**src/rtl/modmul_barrett_pipe.sv**
```systemverilog
// Four-stage Barrett modular multiplier (c = a*b mod q) with valid/ready and a global stall.
// Define MODMUL_RANGE_CHECK_EN to add the pipelined range_err flag for operands >= Q_VALUE.
module modmul_barrett_pipe #(
  parameter int              LOGQ      = 12,
  parameter logic [LOGQ:0]   Q_VALUE   = 13'd3329,
  parameter int              BARRETT_K = 24,
  parameter int              BARRETT_M = 5039,
  parameter int              TAG_W     = 8
) (
  input  logic             clk,
  input  logic             rst,
  input  logic             in_valid,
  output logic             in_ready,
  input  logic [LOGQ-1:0]  a,
  input  logic [LOGQ-1:0]  b,
  input  logic [TAG_W-1:0] in_tag,
  output logic             out_valid,
  input  logic             out_ready,
  output logic [LOGQ-1:0]  c,
  output logic [TAG_W-1:0] out_tag
`ifdef MODMUL_RANGE_CHECK_EN
  ,
  output logic             range_err
`endif
);

  localparam int PW = 2 * LOGQ;
  localparam int MW = 2 * LOGQ + 13;
  localparam int RW = LOGQ + 2;

  logic             adv;

  logic             s1_valid, s2_valid, s3_valid, s4_valid;
  logic [TAG_W-1:0] s1_tag, s2_tag, s3_tag, s4_tag;
  logic [PW-1:0]    s1_p, s2_p;
  logic [LOGQ:0]    s2_t;
  logic [RW-1:0]    s3_r;
  logic [LOGQ-1:0]  s4_c;

  logic [PW-1:0]    p_next;
  logic [LOGQ:0]    t_next;
  logic [RW-1:0]    r_next;
  logic [RW-1:0]    r_red;
  logic [LOGQ-1:0]  c_next;

  assign adv      = !s4_valid || out_ready;
  assign in_ready = adv;

  assign p_next = PW'(a) * PW'(b);

  // Full-width product before the shift; only the quotient estimate is kept.
  assign t_next = (LOGQ+1)'((MW'(s1_p) * MW'(BARRETT_M)) >> BARRETT_K);

  // True remainder is below 3q, so modular arithmetic in RW bits is exact.
  assign r_next = RW'(s2_p) - RW'(RW'(s2_t) * RW'(Q_VALUE));

  always_comb begin
    r_red = s3_r;
    if (r_red >= RW'(Q_VALUE)) r_red = r_red - RW'(Q_VALUE);
    if (r_red >= RW'(Q_VALUE)) r_red = r_red - RW'(Q_VALUE);
    c_next = LOGQ'(r_red);
  end

  always_ff @(posedge clk or posedge rst) begin
    if (rst) begin
      s1_valid <= 1'b0;
      s2_valid <= 1'b0;
      s3_valid <= 1'b0;
      s4_valid <= 1'b0;
      s1_tag   <= '0;
      s2_tag   <= '0;
      s3_tag   <= '0;
      s4_tag   <= '0;
      s1_p     <= '0;
      s2_p     <= '0;
      s2_t     <= '0;
      s3_r     <= '0;
      s4_c     <= '0;
    end else if (adv) begin
      s1_valid <= in_valid;
      s2_valid <= s1_valid;
      s3_valid <= s2_valid;
      s4_valid <= s3_valid;
      s1_tag   <= in_tag;
      s2_tag   <= s1_tag;
      s3_tag   <= s2_tag;
      s4_tag   <= s3_tag;
      s1_p     <= p_next;
      s2_p     <= s1_p;
      s2_t     <= t_next;
      s3_r     <= r_next;
      s4_c     <= c_next;
    end
  end

  assign out_valid = s4_valid;
  assign c         = s4_c;
  assign out_tag   = s4_tag;

`ifdef MODMUL_RANGE_CHECK_EN
  logic s1_err, s2_err, s3_err, s4_err;

  always_ff @(posedge clk or posedge rst) begin
    if (rst) begin
      s1_err <= 1'b0;
      s2_err <= 1'b0;
      s3_err <= 1'b0;
      s4_err <= 1'b0;
    end else if (adv) begin
      s1_err <= ({1'b0, a} >= Q_VALUE) || ({1'b0, b} >= Q_VALUE);
      s2_err <= s1_err;
      s3_err <= s2_err;
      s4_err <= s3_err;
    end
  end

  assign range_err = s4_err;
`endif

endmodule

```
**config.mk**
```make
export PLATFORM = sky130hd
export DESIGN_NAME = modmul_barrett_pipe
export DESIGN_NICKNAME = d
export VERILOG_FILES = /design/src/rtl/modmul_barrett_pipe.sv
export SDC_FILE = /design/constraint.sdc
export NUM_CORES = 1
export LEC_CHECK = 0
export CAP_MARGIN = 20
export CELL_PAD_IN_SITES_DETAIL_PLACEMENT = 0
export CELL_PAD_IN_SITES_GLOBAL_PLACEMENT = 1
export CORE_ASPECT_RATIO = 1.25
export CORE_MARGIN = 4
export CORE_UTILIZATION = 54
export CTS_CLUSTER_SIZE = 14
export DETAILED_ROUTE_END_ITERATION = 8
export PLACE_DENSITY_LB_ADDON = 0.1
export SYNTH_ARGS = -nofsm -noshare
export SYNTH_HDL_FRONTEND = slang
export SYNTH_SLANG_ARGS = --single-unit
```
**constraint.sdc**
```tcl
create_clock -name clk -period 9.4 [get_ports clk]
set_clock_uncertainty 0.05 [all_clocks]
set_input_delay 2.82 -clock clk [delete_from_list [all_inputs] [get_ports clk]]
set_output_delay 2.82 -clock clk [all_outputs]
set_load 0.01 [all_outputs]
```
[Yosys cells after proc, flatten, opt, wreduce, memory -nomap -nowiden]
Cells that the tools add are included.
Storage, ports and cells
  register bits: 113
  output and inout bits: 22
  input bits: 36
  logic and storage cells: 25
Operators by class
  order comparisons: 2
  multiplexer cells: 2
  $mul: 3
  reductions and logical operators: 2
  $add $sub $neg: 3
Operator list (count)
  24-bit by 13-bit multiplier with 37-bit output (second input constant): 1
  14-bit by 12-bit greater-or-equal comparator with 1-bit output (second input constant): 2
  12-bit by 12-bit multiplier with 24-bit output: 1
  13-bit by 12-bit multiplier with 14-bit output (second input constant): 1
  14-bit 2-to-1 mux: 1
  14-bit by 12-bit subtractor with 14-bit output (second input constant): 1
  14-bit subtractor: 1
  12-bit 2-to-1 mux: 1
  12-bit subtractor (second input constant): 1
  1-bit logical NOT: 1
  1-bit logical OR: 1

[Depth between registers and ports, before layout]
Gate-level depths: netlist of the first run.
  word-level depth: 4
  gate-level depth with buffers: 22
  depth with buffers taken out: 21

[Least setup slack after synthesis of the first run]
No wires, ideal clock.
  kind: input to register
  start: input port b[5]
  end: register s1_p[23]
  buffers on the path: 1
  arrival: 7.729 ns
  setup time: 0.133 ns
  stages: 22
  setup slack: 1.487 ns
  data required time: 9.217 ns
  path through: clkbuf_1 nand2_1 fa_1 inv_1 fa_1 inv_1 fa_1 inv_1 fa_1 inv_1 fa_1 inv_1 ha_1 a21o_1 a21oi_1 o22ai_1 o31a_1 a211oi_1 o21ai_0 a21oi_1 xnor2_1 o21ai_0
On the way
  cells in the longest elaborated chain, start to end: 1
Ends and longest elaborated chain
  start, declared: line 15  | input logic [LOGQ-1:0] b,
  12-bit by 12-bit multiplier with 24-bit output: line 49  | assign p_next = PW'(a) * PW'(b);
  end signal, assigned: line 88  | s1_p <= p_next;
  end, declared: line 35  | logic [PW-1:0] s1_p, s2_p;
Every way passes these cells.
A chain may end at the register's enable or synchronous reset.

[Worst setup path in the final report of the first run]
  start: input port a[4]
  end: register s1_p[23]
On the way
  cells in the longest elaborated chain, start to end: 1
Ends and longest elaborated chain
  start, declared: line 14  | input logic [LOGQ-1:0] a,
  12-bit by 12-bit multiplier with 24-bit output: line 49
Every way passes these cells.

==> metrics.yaml, run 1 <==
outcome: "finished, final reports clean"
hold_buffers: 0
wl_per_cell_um: 15.7
die_w_um: 162
drv_slew: 0
grt_usage_pct: 22.2
antennaDiodeCount: 0
fp.coreArea_um2: 29300
drtPass1Iterations: 5
overflow: 0
place_area_um2: 16900
start_util_pct: 54.8
antenna_found_initial: 0
htree_levels: 4
ys_types: 72
fmax_mhz: 121
grt_pass1_wl_um: 58600
post_cts_resized: 0
crit_path_end_kind: "register"
clk_pin_slew_ns: 0.06
setup_tns_ns: 0
max_cap_violations: 0
ys_warn_count: 0
yosys.area.top_type_share_pct: 29.5
post-dp-hpwl_um: 27900
port_buffers: 57
drive_above_1_share_pct: 3.97
worstHoldPathType: "register to register"
relSlewSlack_pct: 36.9
clock_sinks: 113
synth_edf_count: 0
syn_inst: 1717
critPathKind: "input port to register"
ys_seq_area_share_pct: 17.7
vias_per_cell: 5.21
grt_max_degree: 88
tightest_slew_ns: 0.947
cp-start-kind: "input port"
num-nets-final: 2249
period_minus_slack_ns: 8.29
syn_avg_cell_area_um2: 9.33
setup_viol: 0
grt_pass1_vias: 12300
drcViolationCount: 0
dieArea_um2: 32500
postRouteAntennaNets: 0
fin_crit_sh_pct: 88.2
totalWireLength_um: 33900
netlist_area_um2: 16000
cp_data_required_time_ns: 9.63
drt_iter0_markers: 459
ys.flop_type: "dfrtp_1"
cts_tree: "built"
arrival_ns: 8.52
rsz0062_at_grt: "false"
cts_buffer_depth: 2
cts_root_buffer: "clkbuf_16"
path_max_fanout: 12
finalHoldViolCount: 0
nFillCells: 2645
post_cts.repair.setup_buffers: 0
synth_seq_cells: 113
synthTopCellsByArea: "fa_1 (29%), ha_1 (18%), dfrtp_1 (18%)"
ios: 58
die_y_um: 201
place_congestion: 0.892
clk_latency_ns: 0.42
async_flop_share_pct: 100
yosys.area.top_type: "fa_1"
cts-buffers-inserted: 17
area_growth_syn_to_layout_pct: 9.55
rows: 70
final_area_um2: 17500
syn_nets: 2216
vias: 11300
==> worst paths after layout <==
kind                                    endpoint  slack, ns                  from  depth (start not counted)
max reg2reg                 s2_t[12]$_DFFE_PP0P_       3.13  s1_p[10]$_DFFE_PP0P_                         17
min reg2reg                out_valid$_DFFE_PP0P_       0.40  s3_valid$_DFFE_PP0P_                          1
max                         s1_p[23]$_DFFE_PP0P_       1.11                  a[4]                         20
min                        out_valid$_DFFE_PP0P_       0.40  s3_valid$_DFFE_PP0P_                          1
min in group asynchronous       c[7]$_DFFE_PP0P_       2.78                   rst                          2
max in group asynchronous   s2_p[10]$_DFFE_PP0P_       5.23                   rst                          3
==> cell type report <==
type	instances	area [um^2]	area share, %
Inverter	319	1200	6.85
Clock inverter	12	160	0.913
Sequential cell	113	2830	16.1
Multi-Input combinational cell	1228	11700	66.9
Tap cell	396	495	2.82
Clock buffer	19	443	2.52
Timing Repair Buffer	71	676	3.85
==> registers in the layout, indices dropped and copies added (netlist names) <==
signal	flops
out_tag	8
s3_tag	8
s2_t	13
out_valid	1
s3_r	14
s2_valid	1
s3_valid	1
c	12
s1_tag	8
s1_valid	1
s2_p	14
s2_tag	8
s1_p	24
==> cell usage after synthesis, types with 13 or more instances <==
library cell / count
a211oi_1: 15
a21o_1: 13
a21oi_1: 59
and2_1: 53
clkbuf_1: 48
dfrtp_1: 113
fa_1: 236
ha_1: 227
inv_1: 318
nand2_1: 287
nand3_1: 13
nor2_1: 57
nor3_1: 13
o21ai_0: 57
xnor2_1: 44
xor2_1: 19
==> cells in the final DEF, fill, tap and decap left out, types with 5 or more instances in the layout <==
cell,netlist,routed
o21a_1,8,8
a211oi_1,15,15
ha_1,227,227
nand2_1,287,287
fa_1,236,236
a31oi_1,12,12
nor2_1,57,57
nor3b_1,5,5
xnor2_1,44,44
o21ai_1,5,5
inv_1,318,317
dfrtp_1,113,113
xor2_1,19,19
a21oi_1,59,59
nand2b_1,11,11
nand3_1,13,13
and2_1,53,53
or3_1,9,9
clkdlybuf4s50_1,0,57
a21o_1,13,13
buf_4,3,14
nor3_1,13,13
nor2b_1,6,5
clkbuf_16,0,17
o31ai_1,6,6
o21ai_0,57,57
==> cells by family (layout without fill, tap and decap cells) <==
kind of cell | Yosys count | after routing | synth area share (%)
AO/OA/AOI/OAI | 207 | 207 | 8.07
XOR/XNOR | 63 | 63 | 3.45
adder cells (fa/ha/maj) | 463 | 463 | 47.2
buffers and inverters | 376 | 421 | 9.08
flip-flops | 113 | 113 | 17.7
multiplexers | 3 | 3 | 0.203
AND/OR/NAND/NOR | 492 | 492 | 14.3
==> metal layers <==
| layer | vias up | part of all wire (%) | global-route usage [%] |
|---|---|---|---|
| li1 | 5475 | - | - |
| met1 | 5548 | 39 | 24.6 |
| met2 | 177 | 56 | 43.9 |
| met3 | 52 | 2.3 | 2.24 |
| met4 | 0 | 2.6 | 7.04 |
| met5 | - | 0 | 0 |
==> per-stage QoR <==
step	utilization, %	hold slack (ns)	setup WS (ns)	instances
after CTS	60.0	0.409	1.13	2158
after floorplan	-	0.380	1.49	1717
after global placement	57.9	0.392	0.835	2127
after global routing	60.0	0.429	0.811	2158
final	60.0	0.404	1.11	2158
after detailed placement	57.9	0.398	0.667	2127
==> worst max-delay path, cell delays in order <==
cell and delay (ns):
clkdlybuf4s50_1 0.76, nand2_1 0.15, fa_1 0.57, inv_1 0.06
fa_1 0.41, fa_1 0.51, fa_1 0.49, inv_1 0.05
fa_1 0.53, inv_1 0.04, ha_1 0.35, a21o_1 0.20
a21oi_1 0.15, o22ai_1 0.13, o31a_1 0.38, a211oi_1 0.34
o21ai_0 0.15, a21oi_1 0.18, xnor2_1 0.14, o21ai_0 0.09
Power of run 1 is not shown: default switching activity piles up to over one toggle a cycle in this logic, so the estimate is an artifact.
==> run 2, diff against run 1 <==
PLACE_DENSITY = 0.88   (was unset)
PLACE_DENSITY_LB_ADDON = unset   (was 0.1)
clock period = 9.7 ns   (was 9.4 ns; I/O delays follow)
==> run 2 against run 1 <==
  * Cell count about the same
  * Critical path type unchanged
  * First-iteration DRC count grew 1.3%
  * Hold slack improved by 0.0022 ns
  * Critical endpoint unchanged
  * Sequential share of layout area about the same
  * Register-to-register slack gained 0.22 ns
  * Setup slack improved by 0.22 ns
  * Via count grew 0.36%
  * Wire length shrank 2.2%
  * Highest routed layer unchanged
  * Die area unchanged
  * Critical path depth grew 2
==> metrics.yaml, run 2 (same netlist as run 1, synthesis figures left out) <==
outcome: "finished, final reports clean"  # unchanged
post-dp-hpwl_um: 27200  # was 27900 um
hold_buffers: 0  # unchanged
post_cts.repair.setup_buffers: 0  # unchanged
top_register: "s1_p"  # unchanged
postRouteAntennaNets: 0  # unchanged
cp_data_required_time_ns: 9.94  # was 9.63 ns
final_cell_mix: "inv_1 (317), nand2_1 (287), fa_1 (236)"  # unchanged
regArea_um2: 2830  # unchanged
fmax_mhz: 120
placed_cells: 2123  # was 2127
vias_per_cell: 5.24  # was 5.21
grt_pass1_vias: 12300  # about the same
cts_tree: "built"  # unchanged
cts-buffers-inserted: 17  # unchanged
cts_buffer_depth: 2  # unchanged
overflow: 0  # unchanged
area_growth_syn_to_layout_pct: 9.39  # was 9.55%
die_w_um: 162  # unchanged
drcViolationCount: 0  # unchanged
top_regs: "s1_p (24), s2_p (14), s3_r (14)"  # unchanged
multi_input_area_um2: 11700  # unchanged
vias: 11300  # about the same
post_cts_resized: 0  # unchanged
htree_levels: 4  # unchanged
wl_per_cell_um: 15.4  # was 15.7 um
drive_above_1_share_pct: 3.81  # was 3.97%
grt_pass1_wl_um: 58000  # was 58600 um
ios: 58  # unchanged
die_y_um: 201  # unchanged
clk_latency_ns: 0.43  # was 0.42 ns
setup_tns_ns: 0  # unchanged
relSlewSlack_pct: 48.4  # was 36.9%
antenna_found_initial: 0  # unchanged
num-nets-final: 2246  # was 2249
start_util_pct: 54.8  # unchanged
critPathKind: "input port to register"  # unchanged
drv_slew: 0  # unchanged
place_congestion: 0.897  # was 0.892
period_minus_slack_ns: 8.37
rows: 70  # unchanged
stdcell_count: 2156  # was 2158
drt_iter0_markers: 465  # was 459
fp.coreArea_um2: 29300  # unchanged
path_max_fanout: 12  # unchanged
tightest_slew_ns: 0.768  # was 0.947 ns
fin_crit_sh_pct: 86.3
grt_usage_pct: 21.7  # was 22.2%
clk_pin_slew_ns: 0.06  # about the same
dieArea_um2: 32500  # unchanged
totalWireLength_um: 33100  # was 33900 um
nFillCells: 2632  # was 2645
arrival_ns: 8.61  # was 8.52 ns
worstHoldPathType: "register to register"  # unchanged
max_cap_violations: 0  # unchanged
finalHoldViolCount: 0  # unchanged
cp-start-kind: "input port"  # unchanged
largest_reg_flops: 24  # unchanged
layout.cells.most_common: "inv_1"  # unchanged
clock_sinks: 113  # unchanged
drtPass1Iterations: 5  # unchanged
rsz0062_at_grt: "false"  # unchanged
antennaDiodeCount: 0  # unchanged
setup_viol: 0  # unchanged
port_buffers: 57  # unchanged
cts_root_buffer: "clkbuf_16"  # unchanged
grt_max_degree: 84  # was 88
crit_path_end_kind: "register"  # unchanged
-- run 2: final cells by class --
type                       instances  share of cell area [%]
inverter                         319                    6.86
clock inverter                    14                   0.878
tap                              396                    2.83
multi-input combinational       1228                    67.0
sequential                       113                    16.1
clock buffer                      18                    2.45
timing repair buffer              68                    3.82
-- run 2: final timing paths --
check	startpoint	to	slack (ns)	depth (start not counted)
worst max-delay path	b[5]	s1_p[23]$_DFFE_PP0P_	1.33	22
max in group asynchronous	rst	s2_p[10]$_DFFE_PP0P_	5.83	4
worst min register to register	s3_valid$_DFFE_PP0P_	s3_valid$_DFFE_PP0P_	0.41	2
worst min-delay path	s3_valid$_DFFE_PP0P_	s3_valid$_DFFE_PP0P_	0.41	2
worst max register to register	s1_p[11]$_DFFE_PP0P_	s2_t[12]$_DFFE_PP0P_	3.35	17
min in group asynchronous	rst	c[3]$_DFFE_PP0P_	2.77	2
-- run 2: through the flow --
step	hold slack [ns]	cell area [um^2]	utilization [%]	setup slack, ns
final	0.407	17500	59.9	1.33
after global routing	0.437	17500	59.9	0.982
after CTS	0.413	17500	59.8	1.31
after detailed placement	0.399	16900	57.8	0.859
after global placement	0.391	16900	57.8	0.837
after floorplan	0.380	16000	-	1.70
-- run 2: layer usage --
layer | part of all wire, % | GRT usage (%)
met2 | 54 | 41.0
met3 | 2.8 | 2.55
met5 | 0 | 0
met4 | 3.0 | 7.52
met1 | 40 | 25.2
-- run 2: critical path, cell delays in order --
cell             delay [ns]
clkdlybuf4s50_1        0.72
nand2_1                0.14
fa_1                   0.54
inv_1                  0.05
fa_1                   0.49
inv_1                  0.05
fa_1                   0.47
inv_1                  0.05
fa_1                   0.52
inv_1                  0.05
fa_1                   0.52
inv_1                  0.04
ha_1                   0.35
a21o_1                 0.20
a21oi_1                0.14
o22ai_1                0.11
o31a_1                 0.36
a211oi_1               0.32
o21ai_0                0.16
a21oi_1                0.19
xnor2_1                0.13
o21ai_0                0.08
Power of run 2 is left out for the same reason.
